**src/rtl/tribus_arb.sv**
```systemverilog
// tribus_arb: round-robin arbiter producing one-hot registered enables
// for N tribuf drivers sharing one bus, with turnaround and hold limit.
//
// Ports:
//   CK      in   clock, rising edge
//   RN      in   asynchronous active-low reset
//   REQ     in   [N] level requests
//   GNT     out  [N] registered one-hot-or-zero grant (tribuf E pins)
//   BUSY    out  high while a grant is held
//   OWNER   out  [W] current or most recent owner index
//   TIMEOUT out  one-cycle pulse when MAXHOLD ends a tenure
module tribus_arb #(
    parameter int N       = 4,
    parameter int MAXHOLD = 8,
    parameter int TURN    = 1,
    localparam int W      = (N > 2) ? $clog2(N) : 1
) (
    input  logic         CK,
    input  logic         RN,
    input  logic [N-1:0] REQ,
    output logic [N-1:0] GNT,
    output logic         BUSY,
    output logic [W-1:0] OWNER,
    output logic         TIMEOUT
);

    typedef enum logic [1:0] {
        ST_IDLE,
        ST_OWN,
        ST_TURN
    } state_e;

    localparam logic [7:0] HOLD_MAX = 8'(MAXHOLD);
    localparam logic [3:0] TURN_LEN = 4'(TURN);

    state_e         state_q, state_d;
    logic [N-1:0]   gnt_q, gnt_d;
    logic           busy_q, busy_d;
    logic [W-1:0]   owner_q, owner_d;
    logic [W-1:0]   ptr_q, ptr_d;
    logic           tout_q, tout_d;
    logic [7:0]     hold_q, hold_d;
    logic [3:0]     turn_q, turn_d;

    logic           any;
    logic [W-1:0]   win;
    logic           do_grant;
    logic           do_rel;

    // First requester at or above the pointer, wrapping modulo N.
    always_comb begin : p_win
        int j;
        j   = 0;
        any = 1'b0;
        win = '0;
        for (int i = 0; i < N; i++) begin
            j = int'(ptr_q) + i;
            if (j >= N) j = j - N;
            if (!any && REQ[j]) begin
                any = 1'b1;
                win = W'(j);
            end
        end
    end

    always_comb begin
        state_d  = state_q;
        gnt_d    = gnt_q;
        busy_d   = busy_q;
        owner_d  = owner_q;
        ptr_d    = ptr_q;
        tout_d   = 1'b0;
        hold_d   = hold_q;
        turn_d   = turn_q;
        do_grant = 1'b0;
        do_rel   = 1'b0;

        unique case (state_q)
            ST_IDLE: begin
                do_grant = any;
            end
            ST_OWN: begin
                // Owner drop wins over the hold limit at the same edge.
                if (!REQ[owner_q]) begin
                    do_rel = 1'b1;
                end else if (hold_q == HOLD_MAX) begin
                    do_rel = 1'b1;
                    tout_d = 1'b1;
                end else begin
                    hold_d = hold_q + 8'd1;
                end
            end
            ST_TURN: begin
                turn_d = turn_q - 4'd1;
                if (turn_q == 4'd1) begin
                    if (any) do_grant = 1'b1;
                    else     state_d  = ST_IDLE;
                end
            end
            default: begin
                state_d = ST_IDLE;
                gnt_d   = '0;
                busy_d  = 1'b0;
            end
        endcase

        if (do_grant) begin
            gnt_d   = '0;
            gnt_d[win] = 1'b1;
            busy_d  = 1'b1;
            owner_d = win;
            hold_d  = 8'd1;
            state_d = ST_OWN;
        end

        // A released owner goes to the back of the rotation.
        if (do_rel) begin
            gnt_d   = '0;
            busy_d  = 1'b0;
            turn_d  = TURN_LEN;
            state_d = ST_TURN;
            ptr_d   = (owner_q == W'(N - 1)) ? '0 : owner_q + 1'b1;
        end
    end

    always_ff @(posedge CK or negedge RN) begin
        if (!RN) begin
            state_q <= ST_IDLE;
            gnt_q   <= '0;
            busy_q  <= 1'b0;
            owner_q <= '0;
            ptr_q   <= '0;
            tout_q  <= 1'b0;
            hold_q  <= '0;
            turn_q  <= '0;
        end else begin
            state_q <= state_d;
            gnt_q   <= gnt_d;
            busy_q  <= busy_d;
            owner_q <= owner_d;
            ptr_q   <= ptr_d;
            tout_q  <= tout_d;
            hold_q  <= hold_d;
            turn_q  <= turn_d;
        end
    end

    assign GNT     = gnt_q;
    assign BUSY    = busy_q;
    assign OWNER   = owner_q;
    assign TIMEOUT = tout_q;

endmodule

```
**config.mk**
```make
export PLATFORM = sky130hd
export DESIGN_NAME = tribus_arb
export DESIGN_NICKNAME = d
export VERILOG_FILES = /design/src/rtl/tribus_arb.sv
export SDC_FILE = /design/constraint.sdc
export NUM_CORES = 1
export LEC_CHECK = 0
export CAP_MARGIN = 0
export CORE_MARGIN = 3
export CORE_UTILIZATION = 40
export CTS_CLUSTER_SIZE = 40
export DETAILED_ROUTE_END_ITERATION = 8
export MAX_ROUTING_LAYER = met4
export PLACE_DENSITY = 0.6
export SKIP_CTS_REPAIR_TIMING = 1
export SLEW_MARGIN = 20
export SYNTH_ARGS = -nofsm -noshare
export SYNTH_HDL_FRONTEND = slang
export SYNTH_SLANG_ARGS = --single-unit
```
**constraint.sdc**
```tcl
create_clock -name CK -period 5.3 [get_ports CK]
set_clock_uncertainty 0.15 [all_clocks]
set_input_delay 1.325 -clock CK [delete_from_list [all_inputs] [get_ports CK]]
set_output_delay 1.325 -clock CK [all_outputs]
set_load 0.02 [all_outputs]
```
After elaboration in Yosys (flattened, before gate mapping)
Index checks and enable logic that the tools add are counted.
{"block": "word_totals", "register_bits": 24, "in_bits": 6, "out_inout_bits": 8, "wordCells": 108}
{"block": "classes", "add_sub_neg": 10, "order_cmp": 11, "n_eq_ne": 10, "n_mux": 54, "n_reduce_logical": 15}
{"operator": "$lt 32x4->1 const B", "n": 4}
{"operator": "$mux 32", "n": 4}
{"operator": "$mux 8", "n": 4}
{"operator": "$mux 1", "n": 24}
{"operator": "$mux 4", "n": 5}
{"operator": "$mux 2", "n": 9}
{"operator": "$sub 3x3->4 const B", "n": 3}
{"operator": "$bmux 1 s2", "n": 5}
{"operator": "$ge 3x3->1 const B", "n": 3}
{"operator": "$add 8x1->8 const B", "n": 1}
{"operator": "$eq 8x4->1 const B", "n": 1}
{"operator": "$ne 4x4->1 const B", "n": 2}
{"operator": "$add 2x2->3 const B", "n": 2}
{"operator": "$lt 2x3->1 const B", "n": 2}
{"operator": "$ne 3x1->1 const B", "n": 2}
{"operator": "$reduce_and 3->1", "n": 2}
{"operator": "$reduce_bool 2->1", "n": 3}
{"operator": "$eq 2x2->1 const B", "n": 2}
{"operator": "$eq 4x1->1 const B", "n": 1}
{"operator": "$logic_and 1x1->1", "n": 4}
{"operator": "$pmux 2 s2", "n": 1}
{"operator": "$sub 2x3->4 const B", "n": 1}
{"operator": "$sub 4x1->4 const B", "n": 1}
{"operator": "$add 2x1->3 const B", "n": 1}
{"operator": "other kinds (11)", "n": 13}

Depth between registers and ports, before layout
Gate-level depths: netlist (run 1).
{"block": "depth", "word_depth": 21, "ltp_mapped": 7, "ltp_nobuf": 6}

Least setup slack after synthesis (run 1)
No wires, ideal clock.
{"block": "synth_timing", "kind": "input to register", "startpoint": "in REQ[3]", "endpoint": "reg ptr_q[0]", "t_arrival_ps": 2558, "required_time_ps": 5023, "setup_slack_ps": 2464, "path_stages": 5, "path_cell_list": "mux4_2 o21ai_1 and2_1 buf_2 mux2_1"}
{"block": "synth_via", "elab_chain_len": 4}
{"item": "start, declared", "line_no": "20", "source": "input logic [N-1:0] REQ,"}
{"item": "$bmux 1 s2", "line_no": "84", "source": "if (!REQ[owner_q]) begin"}
{"item": "$mux 1 (implied by the code)", "line_no": "84"}
{"item": "$mux 1", "line_no": "84"}
{"item": "$mux 1", "line_no": "78", "source": "unique case (state_q)"}
{"item": "end signal, assigned", "line_no": "141", "source": "ptr_q <= ptr_d;"}
{"item": "end, declared", "line_no": "40", "source": "logic [W-1:0] ptr_q, ptr_d;"}
Every way passes these cells. The select of a mux whose other input is x is not followed.
A chain may end at the register's enable or synchronous reset.

Worst setup path after layout (run 1)
{"block": "layout_timing", "startpoint": "in REQ[0]", "endpoint": "reg ptr_q[0]"}
The elaborated chain is that of the path after synthesis.

==> flow_metrics.tcl, run 1 <==
set metrics [dict create \
    grt-ovfl-total 0 \
    min_period_over_period 0.5883 \
    ir_worst_vdd_mv 0.2430 \
    min_path_type "reg2reg" \
    register_area_sq_um 600.6 \
    wire_per_inst_um 14.26 \
    rows 20 \
    ys_types 44 \
    multiInputGateArea_sq_um 654.4 \
    ys.flop_type "dfrtp_1" \
    path_clk_slew_ns 0.13 \
    ys_seq_area_frac 0.4576 \
    clock-sinks 24 \
    num-nets-final 152 \
    core_area_sq_um 3103 \
    syn_avg_cell_area_sq_um 10.42 \
    cts_buffers 3 \
    wl_mm 2.610 \
    fp.dieH_um 63.28 \
    reg2reg_depth 6 \
    n_antenna_cell 0 \
    synth_fa_ha_area_frac 0.04766 \
    first_iter_violations 41 \
    finalCoreUtilization 0.4819 \
    synth-seq-cells 24 \
    place.gp.congestion 0.7780 \
    yosys_warnings 0 \
    cts.path.max_buffers 2 \
    dieArea_sq_um 4004 \
    grt_pass1_vias 992 \
    tightestPinTransition_ns 0.6875 \
    tritoncts "built" \
    grt_pass1_wl_mm 4.698 \
    dp_hpwl_mm 1.943 \
    synth_cells 126 \
    clkLatencyLatePin_ns 0.31 \
    setup_viol 0 \
    syn_nets 137 \
    pwr_density_cell_nw_per_um2 498.2 \
    slew_headroom 0.5416 \
    status "complete, no violations" \
    synth_compound_area_frac 0.2078 \
    leakagePower_nw 0.6725 \
    track_usage 0.1499 \
    synthArstFlopShare 1.000 \
    start_kind "primary input" \
    die_w_um 63.28 \
    critPathMaxFanout 8 \
    area_growth_pct 13.92 \
    finalHoldViolCount 0 \
    critical-path-slowest-cell "mux4_2" \
    netlist.area_leader.share 0.4576 \
    yosys.area.top_type "dfrtp_1" \
    synth.area.top_cells "dfrtp_1 (46%), ha_1 (4.8%), a21oi_1 (3.4%)" \
    tns_ns 0 \
    cp-end-kind "flip-flop" \
    crit_path_cell_trace "clkdlybuf4s50_1 -> mux4_2 -> o21ai_1 -> and2_1 -> mux2_1" \
    port_buffers 13 \
    synth-xor-area-share 0.02002 \
    drv_cap 0 \
    crit_required_ns 5.35 \
    drive_gt1_frac 0.08633 \
    crit_arrival_ns 3.17 \
    post-route-drc-count 0 \
    synth_edf_count 0 \
    synth_simple_gate_area_frac 0.1725 \
    routed_via_density 5.279 \
    antenna_found_initial 0 \
    hold-path-cell-count 1 \
    drtAntennaViolNets 0 \
    critPathKind "in2reg" \
    ios 14 \
    root_buffer "clkbuf_4" \
    htree_levels 1 \
    rsz0062_at_grt "no" \
    nFillCells 319 \
    grt_max_degree 25 \
    fmax_mhz 320.7 \
    drt_pass1_iterations 4 \
    period_minus_slack_ns 3.118 \
    critical-path-max-stage-delay_ns 0.58 \
    synth_top_family_by_area "compound AO/OA/AOI/OAI gates" \
    slew_viol_final 0 \
    vias 966 \
    synth_area_sq_um 1313 \
    initial_utilization 0.4230 \
    synth_mux_area_frac 0.05052 \
]
==> worst max-delay path: cells and delay by family <==
family	cells	cell delay [ns]
AO/OA/AOI/OAI	1	0.18
multiplexers	2	0.93
AND/OR/NAND/NOR	1	0.27
buffers and inverters	1	0.48
==> worst paths after layout <==
path / from / end / slack (ns)
min: BUSY / BUSY / 0.36
max in group asynchronous: RN / hold_q[2] / 3.80
min reg2reg: BUSY / BUSY / 0.36
max: REQ[0] / ptr_q[0] / 2.18
min in group asynchronous: RN / TIMEOUT / 0.83
max reg2reg: turn_q[1] / GNT[3] / 2.97
==> cell usage after synthesis, types with 2 or more instances <==
library cell	count
dfrtp_1	24
inv_1	10
a21oi_1	9
nor2_1	9
nand2_1	7
a21o_1	5
ha_1	5
nand3_1	4
nand4_1	4
o21ai_0	4
nand2b_1	3
xor2_1	3
a211oi_1	2
a32o_1	2
and2_1	2
and4_1	2
mux2_1	2
nor2b_1	2
o21ai_1	2
==> placed cells by master (no fill, tap or decap), types with 3 or more instances in the layout <==
cell type        instances
dfrtp_1                 24
ha_1                     5
nand2b_1                 3
nand2_1                  7
nand3_1                  4
xor2_1                   3
a21o_1                   5
nor2_1                   9
clkbuf_4                 3
nand4_1                  4
clkdlybuf4s50_1         12
o21ai_0                  4
inv_1                   10
a21oi_1                  9
==> cell type report <==
type	instances	area share
Multi-Input combinational cell	89	0.4377
Clock buffer	3	0.01506
Inverter	10	0.02510
Tap cell	44	0.03682
Timing Repair Buffer	13	0.08368
Sequential cell	24	0.4017
==> logic make-up after synthesis <==
group                      count (synthesis)
xor gates and xnor gates                   3
and+or+nand+nor                           41
buffers and inverters                     13
adders and majority gates                  5
muxes                                      5
DFF                                       24
AOI/OAI and AO/OA                         35
==> sequential cells by signal (all words and copies together), names as in the netlist <==
signal / flops
ptr_q: 2
BUSY: 1
OWNER: 2
state_q: 2
hold_q: 8
turn_q: 4
GNT: 4
TIMEOUT: 1
==> per-stage QoR <==
stage / instance area (sq um) / power [mW] / worst slack [ns] / hold slack [ns] / std cells
after floorplan: 1313 / 0.5666 / 2.464 / 0.3218 / 126
after global placement: 1478 / 0.6607 / 1.937 / 0.3200 / 180
after detailed placement: 1478 / 0.6724 / 1.832 / 0.3255 / 180
after CTS: 1500 / 0.7538 / 2.174 / 0.3683 / 183
after global routing: 1495 / 0.8093 / 2.110 / 0.3753 / 183
final: 1495 / 0.7450 / 2.182 / 0.3577 / 183
==> power breakdown <==
group	internal [mW]	switching [mW]
logic	0.163	0.201
clock network	0.0265	0.0509
registers	0.241	0.0621
total	0.431	0.314
==> routing by layer <==
layer,vias up,wire length (um),global-route usage
met3,2,63,0.04278
met5,-,0,-
met4,0,18,0.02695
met2,14,1206,0.2213
met1,458,1321,0.2081
li1,492,-,-
No activity file was read; power rests on OpenSTA's default activity.
==> run 2: changes to the inputs <==
- PLACE_DENSITY: 0.6 -> 0.62
- clock period: 5.3 -> 2.8 ns (I/O delays scaled with it)
==> run 2 against run 1 <==
Effect of this change:
- total power is 97% higher
- sequential share of layout area is 1.3 points lower
- core utilization is 1.6 points higher
- hold slack worse by 0.0092 ns
- via count is 1.1% higher
- critical path depth stayed put
- wire length is 0.57% lower
- cell area is 3.3% higher
- final cell count is 2.7% higher
- count of clock-buffer cells in the layout is 1 higher
- die area stayed put
- clock power is 130% higher
- largest cell class unchanged
- highest routed layer unchanged
==> flow_metrics.tcl, run 2 (synthesized netlist as in run 1, its figures left out) <==
set metrics [dict create \
    crit_required_ns 2.86 \
    post-route-drc-count 0 \
    tns_ns 0 \
    largest_reg_flops 8 \
    rsz0062_at_grt "no" \
    root_buffer "clkbuf_4" \
    largest_register "hold_q" \
    fp.dieH_um 63.28 \
    routed_via_density 5.197 \
    min_path_type "reg2reg" \
    dp_cells 184 \
    crit_path_cell_trace "clkdlybuf4s50_1 -> mux4_2 -> o21ai_1 -> and2_1 -> mux2_1" \
    finalCoreUtilization 0.4976 \
    nFillCells 310 \
    crit_arrival_ns 2.38 \
    grt_pass1_wl_mm 4.692 \
    drv_cap 0 \
    die_w_um 63.28 \
    antenna_found_initial 0 \
    grt_max_degree 25 \
    dp_hpwl_mm 1.959 \
    period_minus_slack_ns 2.325 \
    mostFrequentLayoutCells "dfrtp_1 (24), clkdlybuf4s50_1 (13), inv_1 (10)" \
    clkLatencyLatePin_ns 0.31 \
    num-nets-final 156 \
    initial_utilization 0.4230 \
    cp-end-kind "flip-flop" \
    leakagePower_nw 0.6991 \
    place.gp.congestion 0.8304 \
    critical-path-slowest-cell "mux4_2" \
    drtAntennaViolNets 0 \
    ios 14 \
    cts.path.max_buffers 2 \
    tightestPinTransition_ns 0.6616 \
    fmax_mhz 430.2 \
    slew_headroom 0.5589 \
    critical-path-max-stage-delay_ns 0.51 \
    critPathMaxFanout 5 \
    first_iter_violations 33 \
    cts_buffers 3 \
    port_buffers 13 \
    setup_viol 0 \
    dieArea_sq_um 4004 \
    register_area_sq_um 600.6 \
    pwr_density_cell_nw_per_um2 952.4 \
    multiInputGateArea_sq_um 654.4 \
    start_kind "primary input" \
    clock-sinks 24 \
    track_usage 0.1487 \
    grt_pass1_vias 1051 \
    n_antenna_cell 0 \
    drt_pass1_iterations 4 \
    finalHoldViolCount 0 \
    ir_worst_vdd_mv 0.5592 \
    grt-ovfl-total 0 \
    core_area_sq_um 3103 \
    wl_mm 2.595 \
    tritoncts "built" \
    hold_ws_ns 0.3484 \
    critPathKind "in2reg" \
    area_growth_pct 17.64 \
    min_period_over_period 0.8303 \
    slew_viol_final 0 \
    mostFrequentLayoutCell "dfrtp_1" \
    place_area_sq_um 1508 \
    final_area_sq_um 1544 \
    vias 977 \
    layoutNonFillerInstCount 188 \
    drive_gt1_frac 0.1111 \
    status "complete, no violations" \
    wire_per_inst_um 13.80 \
    htree_levels 1 \
    path_clk_slew_ns 0.12 \
    rows 20 \
]
==> run 2: cell types whose count changed in the layout (fill, tap and decap cells not counted) <==
cell and change:
buf_2 -1, buf_4 +4, clkbuf_8 +1, clkdlybuf4s50_1 +1
==> run 2: final cells by class <==
class                   instances  area share
clock buffers                   4     0.02350
inverters                      10     0.02431
repair buffers                 17      0.1037
multi-input cells              89      0.4238
flip-flops and latches         24      0.3890
well taps                      44     0.03566
==> run 2: per-layer routing <==
| metal | up-vias | track usage | wire length (um) |
|---|---|---|---|
| li1 | 503 | - | - |
| met1 | 463 | 0.1930 | 1302 |
| met2 | 9 | 0.2319 | 1227 |
| met3 | 2 | 0.04278 | 46 |
| met4 | 0 | 0.03235 | 19 |
| met5 | - | - | 0 |
==> run 2: path summary, 6_finish.rpt <==
path,from,to,slack [ns],cells after the start
min in group asynchronous,RN,turn_q[2],0.58,2
max in group asynchronous,RN,GNT[2],1.68,2
worst max-delay path,REQ[1],ptr_q[1],0.48,5
worst min-delay path,BUSY,BUSY,0.35,1
worst min register to register,BUSY,BUSY,0.35,1
worst max register to register,turn_q[1],GNT[0],0.58,6
==> run 2: per-stage QoR <==
| stage | power (mW) | worst slack (ns) |
|---|---|---|
| CTS | 1.491 | 0.4801 |
| finish | 1.470 | 0.4753 |
| floorplan | 1.072 | 0.5894 |
| global placement | 1.286 | 0.1900 |
| global route | 1.596 | 0.3821 |
| detailed placement | 1.304 | 0.1324 |
==> run 2: report_power, final <==
group	total (mW)	internal [mW]	switching, mW
registers	0.572	0.456	0.116
clock network	0.177	0.0794	0.0975
logic	0.722	0.339	0.383
total	1.47	0.874	0.597
==> run 2: worst max-delay path, delay by kind of cell <==
family | cells | cell delay, ns
compound gates | 1 | 0.14
buf+inv | 1 | 0.47
simple gates | 1 | 0.21
mux | 2 | 0.85
